==> src/rtl/uart_pkg.sv <==
// Shared UART definitions: FSM states, baud codes, divisor lookup and frame sizes.
// Used by the transmitter and reusable by the matching receiver.
package uart_pkg;

    typedef enum logic [2:0] {
        ST_IDLE,
        ST_START,
        ST_DATA,
        ST_PARITY,
        ST_STOP
    } uart_state_t;

    localparam logic [2:0] BAUD_300    = 3'd0;
    localparam logic [2:0] BAUD_1200   = 3'd1;
    localparam logic [2:0] BAUD_4800   = 3'd2;
    localparam logic [2:0] BAUD_9600   = 3'd3;
    localparam logic [2:0] BAUD_19200  = 3'd4;
    localparam logic [2:0] BAUD_38400  = 3'd5;
    localparam logic [2:0] BAUD_57600  = 3'd6;
    localparam logic [2:0] BAUD_115200 = 3'd7;

    localparam int unsigned FRAME_BITS_PARITY    = 11;
    localparam int unsigned FRAME_BITS_NO_PARITY = 10;
    localparam int unsigned TICKS_PER_BIT        = 16;

    // Each arm folds to a constant, so the lookup becomes a small constant mux.
    function automatic logic [13:0] baud_div(input int unsigned clk_hz, input logic [2:0] code);
        case (code)
            BAUD_300:    return 14'(clk_hz / (16 * 300));
            BAUD_1200:   return 14'(clk_hz / (16 * 1200));
            BAUD_4800:   return 14'(clk_hz / (16 * 4800));
            BAUD_9600:   return 14'(clk_hz / (16 * 9600));
            BAUD_19200:  return 14'(clk_hz / (16 * 19200));
            BAUD_38400:  return 14'(clk_hz / (16 * 38400));
            BAUD_57600:  return 14'(clk_hz / (16 * 57600));
            default:     return 14'(clk_hz / (16 * 115200));
        endcase
    endfunction

endpackage

==> src/rtl/uart_transmitter_if.sv <==
// Host-side byte interface of the UART transmitter.
interface uart_transmitter_if;
    logic       Tx_EN;
    logic       Tx_WR;
    logic [7:0] Tx_DATA;
    logic       Tx_BUSY;
    logic       Tx_DONE;

    modport master (output Tx_EN, Tx_WR, Tx_DATA, input Tx_BUSY, Tx_DONE);
    modport slave  (input Tx_EN, Tx_WR, Tx_DATA, output Tx_BUSY, Tx_DONE);
endinterface

==> src/rtl/uart_tick_gen.sv <==
// 16x oversampling tick generator: one-cycle pulse every DIV clocks for the given baud code.
module uart_tick_gen
    import uart_pkg::*;
#(
    parameter int unsigned CLK_HZ = 50_000_000
) (
    input  logic       clk,
    input  logic       reset,
    input  logic       clear,
    input  logic       enable,
    input  logic [2:0] baud_code,
    output logic       tick
);
    logic [13:0] count;
    logic [13:0] div_m1;

    assign div_m1 = baud_div(CLK_HZ, baud_code) - 14'd1;
    assign tick   = enable && (count == div_m1);

    always_ff @(posedge clk) begin
        if (!reset || clear) begin
            count <= '0;
        end else if (enable) begin
            count <= tick ? '0 : count + 14'd1;
        end
    end
endmodule

==> src/rtl/uart_transmitter.sv <==
// UART transmit stage: start, 8 data bits LSB first, optional even parity, stop.
// Parity bit is compiled in when UART_TX_PARITY_EN is defined.
module uart_transmitter
    import uart_pkg::*;
#(
    parameter int unsigned CLK_HZ = 50_000_000
) (
    input  logic              clk,
    input  logic              reset,
    input  logic [2:0]        baud_select,
    uart_transmitter_if.slave host,
    output logic              TxD
);
    uart_state_t state, state_next;
    logic [7:0]  shift, shift_next;
    logic [2:0]  bit_idx, bit_idx_next;
    logic [3:0]  tick_cnt, tick_cnt_next;
    logic [2:0]  baud_q, baud_q_next;
    logic        txd_next;
    logic        done_next;
    logic        accept;
    logic        tick;
    logic        bit_end;

    assign accept  = host.Tx_WR && host.Tx_EN && (state == ST_IDLE);
    assign bit_end = tick && (tick_cnt == 4'd15);

    uart_tick_gen #(.CLK_HZ(CLK_HZ)) u_tick_gen (
        .clk       (clk),
        .reset     (reset),
        .clear     (accept),
        .enable    (state != ST_IDLE),
        .baud_code (baud_q),
        .tick      (tick)
    );

    always_ff @(posedge clk) begin
        if (!reset) begin
            state        <= ST_IDLE;
            shift        <= '0;
            bit_idx      <= '0;
            tick_cnt     <= '0;
            baud_q       <= '0;
            TxD          <= 1'b1;
            host.Tx_BUSY <= 1'b0;
            host.Tx_DONE <= 1'b0;
        end else begin
            state        <= state_next;
            shift        <= shift_next;
            bit_idx      <= bit_idx_next;
            tick_cnt     <= tick_cnt_next;
            baud_q       <= baud_q_next;
            TxD          <= txd_next;
            host.Tx_BUSY <= (state_next != ST_IDLE);
            host.Tx_DONE <= done_next;
        end
    end

    always_comb begin
        state_next    = state;
        shift_next    = shift;
        bit_idx_next  = bit_idx;
        tick_cnt_next = tick ? tick_cnt + 4'd1 : tick_cnt;
        baud_q_next   = baud_q;
        done_next     = 1'b0;

        case (state)
            ST_IDLE: begin
                if (accept) begin
                    state_next    = ST_START;
                    shift_next    = host.Tx_DATA;
                    baud_q_next   = baud_select;
                    bit_idx_next  = '0;
                    tick_cnt_next = '0;
                end
            end
            ST_START: begin
                if (bit_end) state_next = ST_DATA;
            end
            ST_DATA: begin
                // Rotate rather than shift: after 8 bits the byte is intact for the parity bit.
                if (bit_end) begin
                    shift_next = {shift[0], shift[7:1]};
                    if (bit_idx == 3'd7) begin
                        bit_idx_next = '0;
`ifdef UART_TX_PARITY_EN
                        state_next   = ST_PARITY;
`else
                        state_next   = ST_STOP;
`endif
                    end else begin
                        bit_idx_next = bit_idx + 3'd1;
                    end
                end
            end
`ifdef UART_TX_PARITY_EN
            ST_PARITY: begin
                if (bit_end) state_next = ST_STOP;
            end
`endif
            ST_STOP: begin
                if (bit_end) begin
                    state_next = ST_IDLE;
                    done_next  = 1'b1;
                end
            end
            default: state_next = ST_IDLE;
        endcase

        // TxD is registered from the upcoming state so the line never glitches.
        case (state_next)
            ST_START:  txd_next = 1'b0;
            ST_DATA:   txd_next = shift_next[0];
`ifdef UART_TX_PARITY_EN
            ST_PARITY: txd_next = ^shift_next;
`endif
            default:   txd_next = 1'b1;
        endcase
    end
endmodule
==> src/flat_wrapper.sv <==
// flat-port wrapper written by rule: the top's interface ports become plain ports
module uart_transmitter_flat import uart_pkg::*;
#(
    parameter int unsigned CLK_HZ = 50_000_000
)
  (clk, reset, baud_select, TxD, host_Tx_EN, host_Tx_WR, host_Tx_DATA, host_Tx_BUSY, host_Tx_DONE);
  uart_transmitter_if host_i ();
  input  logic clk;
  input  logic reset;
  input  logic [2:0] baud_select;
  output logic TxD;
  input wire logic [$bits(host_i.Tx_EN)-1:0] host_Tx_EN;
  input wire logic [$bits(host_i.Tx_WR)-1:0] host_Tx_WR;
  input wire logic [$bits(host_i.Tx_DATA)-1:0] host_Tx_DATA;
  output wire logic [$bits(host_i.Tx_BUSY)-1:0] host_Tx_BUSY;
  output wire logic [$bits(host_i.Tx_DONE)-1:0] host_Tx_DONE;
  assign host_i.Tx_EN = host_Tx_EN;
  assign host_i.Tx_WR = host_Tx_WR;
  assign host_i.Tx_DATA = host_Tx_DATA;
  assign host_Tx_BUSY = host_i.Tx_BUSY;
  assign host_Tx_DONE = host_i.Tx_DONE;
  uart_transmitter #(.CLK_HZ(CLK_HZ)) u_core (.clk(clk), .reset(reset), .baud_select(baud_select), .host(host_i), .TxD(TxD));
endmodule
==> config.mk <==
export PLATFORM = sky130hd
export DESIGN_NAME = uart_transmitter_flat
export DESIGN_NICKNAME = d
export VERILOG_FILES = /design/src/rtl/uart_pkg.sv /design/src/rtl/uart_transmitter_if.sv /design/src/rtl/uart_tick_gen.sv /design/src/rtl/uart_transmitter.sv /design/src/flat_wrapper.sv
export SDC_FILE = /design/constraint.sdc
export NUM_CORES = 1
export LEC_CHECK = 0
export BUFFER_PORTS_ARGS = -buffer_cell sky130_fd_sc_hd__buf_2
export CAP_MARGIN = 20
export CORE_MARGIN = 1.5
export CORE_UTILIZATION = 56
export CTS_BUF_LIST = sky130_fd_sc_hd__clkbuf_8 sky130_fd_sc_hd__clkbuf_16
export DETAILED_ROUTE_END_ITERATION = 16
export PLACE_DENSITY = 0.85
export SLEW_MARGIN = 20
export SYNTH_ARGS = -nofsm -noshare
export SYNTH_HDL_FRONTEND = slang
export SYNTH_SLANG_ARGS = --single-unit
==> constraint.sdc <==
create_clock -name clk -period 3.4 [get_ports clk]
set_input_delay 0.17 -clock clk [delete_from_list [all_inputs] [get_ports clk]]
set_output_delay 0.17 -clock clk [all_outputs]
set_load 0.005 [all_outputs]
==> results of run 1 <==
cells in the final DEF (no fill, tap or decap), types with 2 or more instances in the layout:
master and count:
nand2_1 25, nor4_1 2, inv_1 7, and3_1 9, a31oi_1 3, a22o_1 7, and2_1 3, o21ai_0 2
ha_1 5, xnor2_1 9, or3_1 4, nor2b_1 2, nand3_1 13, nor3_1 6, nor2_1 33, o21ai_1 4
buf_4 4, nor4b_1 2, nor4bb_1 2, o2111ai_1 2, nand4_1 5, o21a_1 8, o31ai_2 2, dfxtp_1 38
xor2_1 9, clkbuf_8 6, buf_2 17, mux2i_1 2, a21oi_1 16, a211oi_1 2, nand2b_1 6
synthesized netlist by cell type (3+ instances only):
cell type  number  area [um2]
nand4_1         5        31.3
clkbuf_1        6        22.5
nor3_1          6        30.0
buf_6           5        56.3
or3_1           4        25.0
inv_1           6        22.5
o21ai_1         4        20.0
nand2_1        25        93.8
a21oi_1        16        80.1
dfxtp_1        38         761
xor2_1          9        78.8
nand3_1        13        65.1
a22o_1          7        61.3
xnor2_1         9        78.8
nand2b_1        6        37.5
buf_2           3        15.0
ha_1            5        62.6
nor2_1         33         124
o21a_1          8        60.1
a31oi_1         3        18.8
and2_1          3        18.8
and3_1          9        56.3
final cells by class:
cell class | count | area, um2 | share of cell area (%)
multi-input combinational | 205 | 1320 | 55.5
sequential | 38 | 761 | 32.1
inverter | 7 | 26.3 | 1.11
timing repair buffer | 21 | 115 | 4.86
clock buffer | 6 | 82.6 | 3.48
clock inverter | 2 | 8.76 | 0.370
tap | 48 | 60.1 | 2.53
path summary, 6_finish.rpt:
check | from | to | slack [ns]
worst max-delay path | u_core.baud_q[2] | u_core.u_tick_gen.count[4] | 0.33
worst min-delay path | baud_select[1] | u_core.baud_q[1] | 0.11
worst max register to register | u_core.baud_q[2] | u_core.u_tick_gen.count[4] | 0.33
worst min register to register | u_core.bit_idx[1] | u_core.bit_idx[1] | 0.47
through the flow:
step | util (%) | area, um2 | setup slack, ns
floorplan | - | 2210 | 0.647
global placement | 61.3 | 2280 | 0.470
detailed placement | 61.3 | 2280 | 0.391
CTS | 63.8 | 2370 | 0.361
global route | 63.8 | 2370 | 0.104
finish | 63.8 | 2370 | 0.328
flip-flops by register name (all words and copies together) (netlist names):
signal	flops
u_core.baud_q	3
u_core.host.Tx_DONE	1
u_core.host.Tx_BUSY	1
u_core.shift	8
u_core.state	3
u_core.tick_cnt	4
u_core.u_tick_gen.count	14
u_core.TxD	1
u_core.bit_idx	3
kinds of logic after synthesis:
group | after synthesis | synth area share [%]
xor+xnor | 18 | 7.14
fa+ha+maj | 6 | 3.28
mux | 3 | 1.42
flops | 38 | 34.4
compound gates | 58 | 19.7
buf+inv | 23 | 6.00
simple gates | 120 | 28.0
where the power goes:
part | switching [W] | total, W | leakage (nW) | internal (W)
Sequential | 0.0000104 | 0.000465 | 0.308 | 0.000455
Clock | 0.000158 | 0.000319 | 0.0524 | 0.000161
Combinational | 0.0000545 | 0.0000997 | 0.542 | 0.0000451
Total | 0.000223 | 0.000884 | 0.902 | 0.000660
worst max-delay path: stages (launching register included):
cell      delay (ns)
dfxtp_1         0.47
inv_1           0.12
maj3_1          0.36
ha_1            0.26
xnor2_1         0.28
xnor2_1         0.10
a211o_1         0.31
o2111a_2        0.21
nand2b_1        0.24
nand3_1         0.42
nor2_1          0.22
routing by layer:
metal  part of all wire (%)  track usage (%)  vias up
met5                      0                0        -
met4                    1.9             8.33        0
met3                    2.9             5.96        8
met2                     48             39.5       33
met1                     47             31.1      936
li1                       -                -      971
==> run summary, run 1 <==
status: finished clean
crit path DAT: 3.30 ns
maxcap violations: 0
Final Net Count: 298
post-route insts no fill: 327
Setup crit end kind: register
Hold Crit Depth: 3
pwr/cell area: 373 nW/um2
Top FF cell, synth: dfxtp_1
dpl cells: 319
min Tclk post-route: 3.07 ns
Final period util: 90.4%
root buffer cell: clkbuf_8
Die Area: 4330 um2
hold slack: 0.107 ns
Die Wd: 65.8 um
ys async rst share: 0%
GRT Util Overall: 24.2%
startpoint types: register
wire per inst: 14.4 um
DIE HEIGHT: 65.8 um
Post-Synthesis Cells: 266
Initial Util: 59.5%
syn_nets: 286
Slew Limit Headroom: 61.9%
Max Root-Sink Buffers: 2
area growth from synthesis to layout: 7.25%
VDD IR-drop max: 304 uV
post-route DRC violation count: 0
Starting DRT DRC Count: 119
Hold Fails Final Rpt: 0
first-pass GRT wire length: 8160 um
final setup vio count: 0
I/O pins: 18
Clk Latency, worst-skew pair: 0.29 ns
num rows: 22
vias: 1948
routed vias/inst: 5.96
Cell Area, Synth: 2210 um2
type of the worst min-delay path: in -> reg
Final HPWL DP: 3360 um
total power: 0.000884 W
CTS buffer count: 5
largest net degree at the start of global routing: 18
initial antenna violation count: 0
IO buf count: 17
WL final: 4700 um
core region area: 3720 um2
WS Path Type: reg -> reg
# Post-CTS Setup Buffers: 0
routability cong.: 0.857
Syn Area/Cell: 8.31 um2
Worst EP required: 3.62 ns
Clock transition at path regs: 0.08 ns
antenna viol nets, final: 0
register area share after synthesis: 34.4%
Ant. Diodes: 0
hold_buf cts: 0
yosys warns: 0
DRT Pass-1 Iters: 4
vias in the first global route: 1817
Seq cells post-synth: 38
max-slew violations: 0
Clock Sink Count: 38
cells on worst reg2reg path: 10
LEAKAGE: 0.902 nW
Filler Cell Count: 317
worst slew pin tran: 0.570 ns
Fmax achieved: 325 MHz
CTS tree: built
H-tree level count: 2
count of cell types in the netlist: 56
critical path fanouts, max: 12
skew final: 0.00802 ns
RSZ-0062 raised after global routing: false
share of cells above drive strength 1: 14.7%
Gates resized, CTS repair: 0
total negative setup slack: 0 ns
EDFF count, synth: 0
Remaining Overflow, GRT: 0
No activity file was read; power rests on OpenSTA's default activity.
==> run 2: changes to the inputs <==
PLACE_DENSITY = 0.74   (was 0.85)
==> run summary, run 2 (same netlist as run 1, synthesis figures left out) <==
total power: 0.000858 W
Hold Fails Final Rpt: 0
DIE HEIGHT: 65.8 um
Die Wd: 65.8 um
Clk Latency, worst-skew pair: 0.29 ns
sum of buffers and inverters on the critical path: 1
VDD IR-drop max: 217 uV
share of cells above drive strength 1: 14.4%
largest net degree at the start of global routing: 18
Ant. Diodes: 0
commonest non-fill, non-tap cell in the layout: dfxtp_1
hold_buf cts: 0
largest reg by FF count: u_core.u_tick_gen.count
DRT Pass-1 Iters: 4
CP most frequent cell: xnor2_1
Gates resized, CTS repair: 0
Worst EP required: 3.62 ns
maxcap violations: 0
routability cong.: 0.887
crit path DAT: 3.38 ns
num rows: 22
type of the worst min-delay path: in -> reg
Fmax achieved: 316 MHz
core region area: 3720 um2
wire per inst: 13.9 um
Die Area: 4330 um2
vias in the first global route: 1740
commonest cells after routing, fill and taps aside: 38 x dfxtp_1, 33 x nor2_1, 25 x nand2_1
CTS tree: built
Final Net Count: 298
Final period util: 93.1%
post-route DRC violation count: 0
skew final: 0.00785 ns
startpoint types: register
Setup crit end kind: register
WL final: 4540 um
CTS buffer count: 5
Top delay family on crit path: simple AND/OR/NAND/NOR gates
Clock Sink Count: 38
Starting DRT DRC Count: 93
Final HPWL DP: 3330 um
H-tree level count: 2
status: finished clean
Initial Util: 59.5%
Remaining Overflow, GRT: 0
RSZ-0062 raised after global routing: false
min Tclk post-route: 3.16 ns
vias: 1875
CP cell instances: inv_2 -> maj3_1 -> ha_1 -> xnor2_1 -> xnor2_1 -> a211o_1 -> o2111a_2 -> nand2b_1 -> nand3_1 -> nor2_1
CP max-delay cell: dfxtp_1
worst slew pin tran: 0.471 ns
Slew Limit Headroom: 68.3%
first-pass GRT wire length: 7900 um
max incr delay on CP: 0.60 ns
initial antenna violation count: 0
critical path fanouts, max: 14
max-slew violations: 0
WS Path Type: reg -> reg
final setup vio count: 0
max FFs per register: 14
pwr/cell area: 364 nW/um2
GRT Util Overall: 23.7%
LEAKAGE: 0.891 nW
# Post-CTS Setup Buffers: 0
area growth from synthesis to layout: 6.74%
total negative setup slack: 0 ns
routed vias/inst: 5.75
root buffer cell: clkbuf_8
Largest regs: u_core.u_tick_gen.count: 14 flops, u_core.shift: 8 flops, u_core.tick_cnt: 4 flops
antenna viol nets, final: 0
Filler Cell Count: 336
Clock transition at path regs: 0.08 ns
I/O pins: 18
IO buf count: 17
Max Root-Sink Buffers: 2
run 2: per-layer routing:
layer | share of wire (%) | global-route usage (%) | vias to the layer above
met3 | 3.3 | 5.45 | 11
li1 | - | - | 973
met5 | 0 | 0 | -
met4 | 2.2 | 10.2 | 0
met1 | 47 | 30.0 | 865
met2 | 47 | 38.5 | 26
run 2: report_power, final:
group          leakage (nW)  switching [W]  internal (W)
Clock                0.0414       0.000157      0.000138
Combinational         0.541      0.0000537     0.0000454
Sequential            0.308     0.00000981      0.000455
Total                 0.891       0.000220      0.000638
run 2: final cells by class:
type | instances | area (um2) | share of cell area (%)
clock inverters | 2 | 11.3 | 0.477
flip-flops and latches | 38 | 761 | 32.3
clock buffers | 5 | 68.8 | 2.92
inverters | 7 | 26.3 | 1.11
well taps | 48 | 60.1 | 2.55
multi-input cells | 205 | 1320 | 55.8
repair buffers | 21 | 115 | 4.88
run 2: metrics by stage:
| stage | setup slack [ns] | utilization [%] | instance area, um2 | std cells | hold slack, ns |
|---|---|---|---|---|---|
| after floorplan | 0.647 | - | 2210 | 266 | 0.292 |
| after global placement | 0.414 | 61.3 | 2280 | 319 | 0.416 |
| after detailed placement | 0.277 | 61.3 | 2280 | 319 | 0.416 |
| after CTS | 0.235 | 63.5 | 2360 | 326 | 0.113 |
| after global routing | 0.0174 | 63.5 | 2360 | 326 | 0.135 |
| final | 0.236 | 63.5 | 2360 | 326 | 0.113 |
run 2: worst register-to-register path, delay by kind of cell (launching register included):
family,cells,cell delay (ns)
and+or+nand+nor,3,0.86
adders and majority gates,2,0.64
DFF,1,0.60
AOI/OAI and AO/OA,2,0.52
xor gates and xnor gates,2,0.38
buffers and inverters,1,0.10
run 2: final timing paths:
kind,startpoint,end,slack [ns],cells after the start
worst min register to register,u_core.bit_idx[2],u_core.bit_idx[2],0.47,2
worst min-delay path,baud_select[0],u_core.baud_q[0],0.11,3
worst max-delay path,u_core.baud_q[1],u_core.u_tick_gen.count[6],0.24,10
worst max register to register,u_core.baud_q[1],u_core.u_tick_gen.count[6],0.24,10
==> run 3: changes to the inputs <==
SYNTH_HIERARCHICAL = 1   (was not set)
==> run summary, run 3 <==
status: finished clean
Clock Sink Count: 38
post-route DRC violation count: 0
CTS buffer count: 5
Logic pwr share: 11.0%
dpl cells: 307
register area share after synthesis: 33.6%
max FFs per register: 14
Sw Ratio: 23.9%
largest net degree at the start of global routing: 29
Final HPWL DP: 3200 um
Clock transition at path regs: 0.07 ns
LEAKAGE: 0.867 nW
Starting DRT DRC Count: 151
max-slew violations: 0
first-pass GRT wire length: 7960 um
Fmax achieved: 319 MHz
final setup vio count: 0
routed vias/inst: 5.98
largest reg by FF count: u_core/u_tick_gen/count
startpoint types: register
vias: 1883
pwr/cell area: 379 nW/um2
total negative setup slack: 0 ns
WL final: 4580 um
Clk Latency, worst-skew pair: 0.29 ns
skew final: 0.00381 ns
Filler Cell Count: 333
core region area: 3770 um2
WS Path Type: reg -> reg
ranking of synthesized cells by area: dfxtp_1 34%, a211oi_2 5.0%, nand2_1 4.8%
yosys warns: 6
num rows: 22
Slew Limit Headroom: 56.2%
CTS tree: built
Final period util: 92.3%
IO buf count: 17
most frequent cells after synthesis: 38 x dfxtp_1, 29 x nand2_1, 19 x nand3_1
Post-Synthesis Cells: 254
VDD IR-drop max: 254 uV
area post-placement: 2360 um2
maxcap violations: 0
area growth from synthesis to layout: 8.96%
wire per inst: 14.5 um
min Tclk post-route: 3.14 ns
Syn Area/Cell: 8.91 um2
syn_nets: 274
cell taking the most area after synthesis: dfxtp_1
commonest non-fill, non-tap cell in the layout: dfxtp_1
Max Root-Sink Buffers: 2
Cell Area, Synth: 2260 um2
count of cell types in the netlist: 62
design area: 2470 um2
critical path fanouts, max: 7
crit path DAT: 3.31 ns
Seq pwr share: 49.5%
Die Area: 4430 um2
Seq cells post-synth: 38
root buffer cell: clkbuf_8
EDFF count, synth: 0
routability cong.: 0.817
Largest regs: u_core/u_tick_gen/count: 14 flops, u_core/shift: 8 flops, u_core/tick_cnt: 4 flops
DIE HEIGHT: 66.6 um
most frequent cell after synthesis: dfxtp_1
Clk network pwr share: 39.5%
commonest cells after routing, fill and taps aside: 38 x dfxtp_1, 29 x nand2_1, 19 x nand3_1
I/O pins: 18
H-tree level count: 2
Top FF cell, synth: dfxtp_1
Worst EP required: 3.58 ns
Initial Util: 60.0%
share of cells above drive strength 1: 21.3%
P_sw: 0.000223 W
internal power: 0.000712 W
antenna viol nets, final: 0
post-route insts no fill: 315
share of the synthesized area in the top cell type: 33.6%
ys async rst share: 0%
vias in the first global route: 1730
# Post-CTS Setup Buffers: 0
GRT Util Overall: 23.4%
Hold Fails Final Rpt: 0
Die Wd: 66.6 um
Setup crit end kind: register
hold_buf cts: 0
Final Net Count: 286
initial antenna violation count: 0
Gates resized, CTS repair: 0
Remaining Overflow, GRT: 0
DRT Pass-1 Iters: 5
Ant. Diodes: 0
type of the worst min-delay path: in -> reg
RSZ-0062 raised after global routing: false
worst slew pin tran: 0.656 ns
hold slack: 0.0999 ns
run 3: changes by cell type after synthesis, moves of 7 or more:
cell / before / now
a211oi_2: 0 / 9
a21oi_1: 16 / 6
a22o_1: 7 / 0
nor2_1: 33 / 11
o21a_1: 8 / 0
o221ai_1: 0 / 8
run 3: cell type report:
cell class	count	area, um2	share of cell area [%]
multi-input combinational	190	1370	55.5
sequential	38	761	30.8
timing repair buffer	26	153	6.19
clock buffer	5	68.8	2.79
tap	48	60.1	2.44
clock inverter	3	37.5	1.52
inverter	5	18.8	0.761
run 3: final timing paths:
path / end / from / slack (ns) / depth (start not counted)
hold / removal: u_core/shift[6] / host_Tx_DATA[6] / 0.1 / 3
hold reg to reg: u_core/bit_idx[2] / u_core/bit_idx[2] / 0.48 / 2
setup reg to reg: u_core/host.Tx_BUSY / u_core/baud_q[2] / 0.26 / 12
setup / recovery: u_core/host.Tx_BUSY / u_core/baud_q[2] / 0.26 / 12
run 3: power groups by stage:
stage	sequential, W	combinational, W	clock (W)
after global placement	0.000473	0.000101	0
after CTS	0.000463	0.000103	0.000376
final	0.000463	0.000103	0.000369
after floorplan	0.000469	0.0000811	0
after detailed placement	0.000473	0.000103	0
after global routing	0.000465	0.000115	0.000398
run 3: logic make-up (layout without fill, tap and decap cells):
group / after synthesis / in the layout / synth area share, %
AND/OR/NAND/NOR: 109 / 109 / 27.0
adder cells (fa/ha/maj): 5 / 5 / 2.76
flip-flops: 38 / 38 / 33.6
AO/OA/AOI/OAI: 54 / 54 / 21.7
XOR/XNOR: 20 / 20 / 7.74
multiplexers: 2 / 2 / 0.885
buffers and inverters: 26 / 39 / 6.25
run 3: per-layer routing:
layer | vias up | share of wire, % | GRT usage [%]
met5 | - | 0 | 0
met4 | 0 | 1.4 | 6.89
met3 | 7 | 2.8 | 5.57
met2 | 25 | 45 | 35.4
met1 | 901 | 51 | 32.8
li1 | 950 | - | -
run 3: critical path, stage by stage, from the launching register on:
cell	delay, ns
dfxtp_1	0.35
nand2b_1	0.17
a21oi_1	0.15
ha_1	0.22
xor2_1	0.27
xnor2_1	0.11
o311a_1	0.33
nand3b_1	0.19
nor4b_2	0.27
and4_1	0.42
a211o_4	0.20
a31oi_1	0.07
or2_2	0.27
run 3: metrics by stage:
| step | worst slack [ns] | total power [W] | utilization [%] |
|---|---|---|---|
| final | 0.263 | 0.000936 | 65.4 |
| after global routing | 0.0527 | 0.000978 | 65.4 |
| after CTS | 0.253 | 0.000943 | 65.4 |
| after detailed placement | 0.290 | 0.000576 | 62.6 |
| after global placement | 0.391 | 0.000574 | 62.6 |
| after floorplan | 0.0848 | 0.000550 | - |
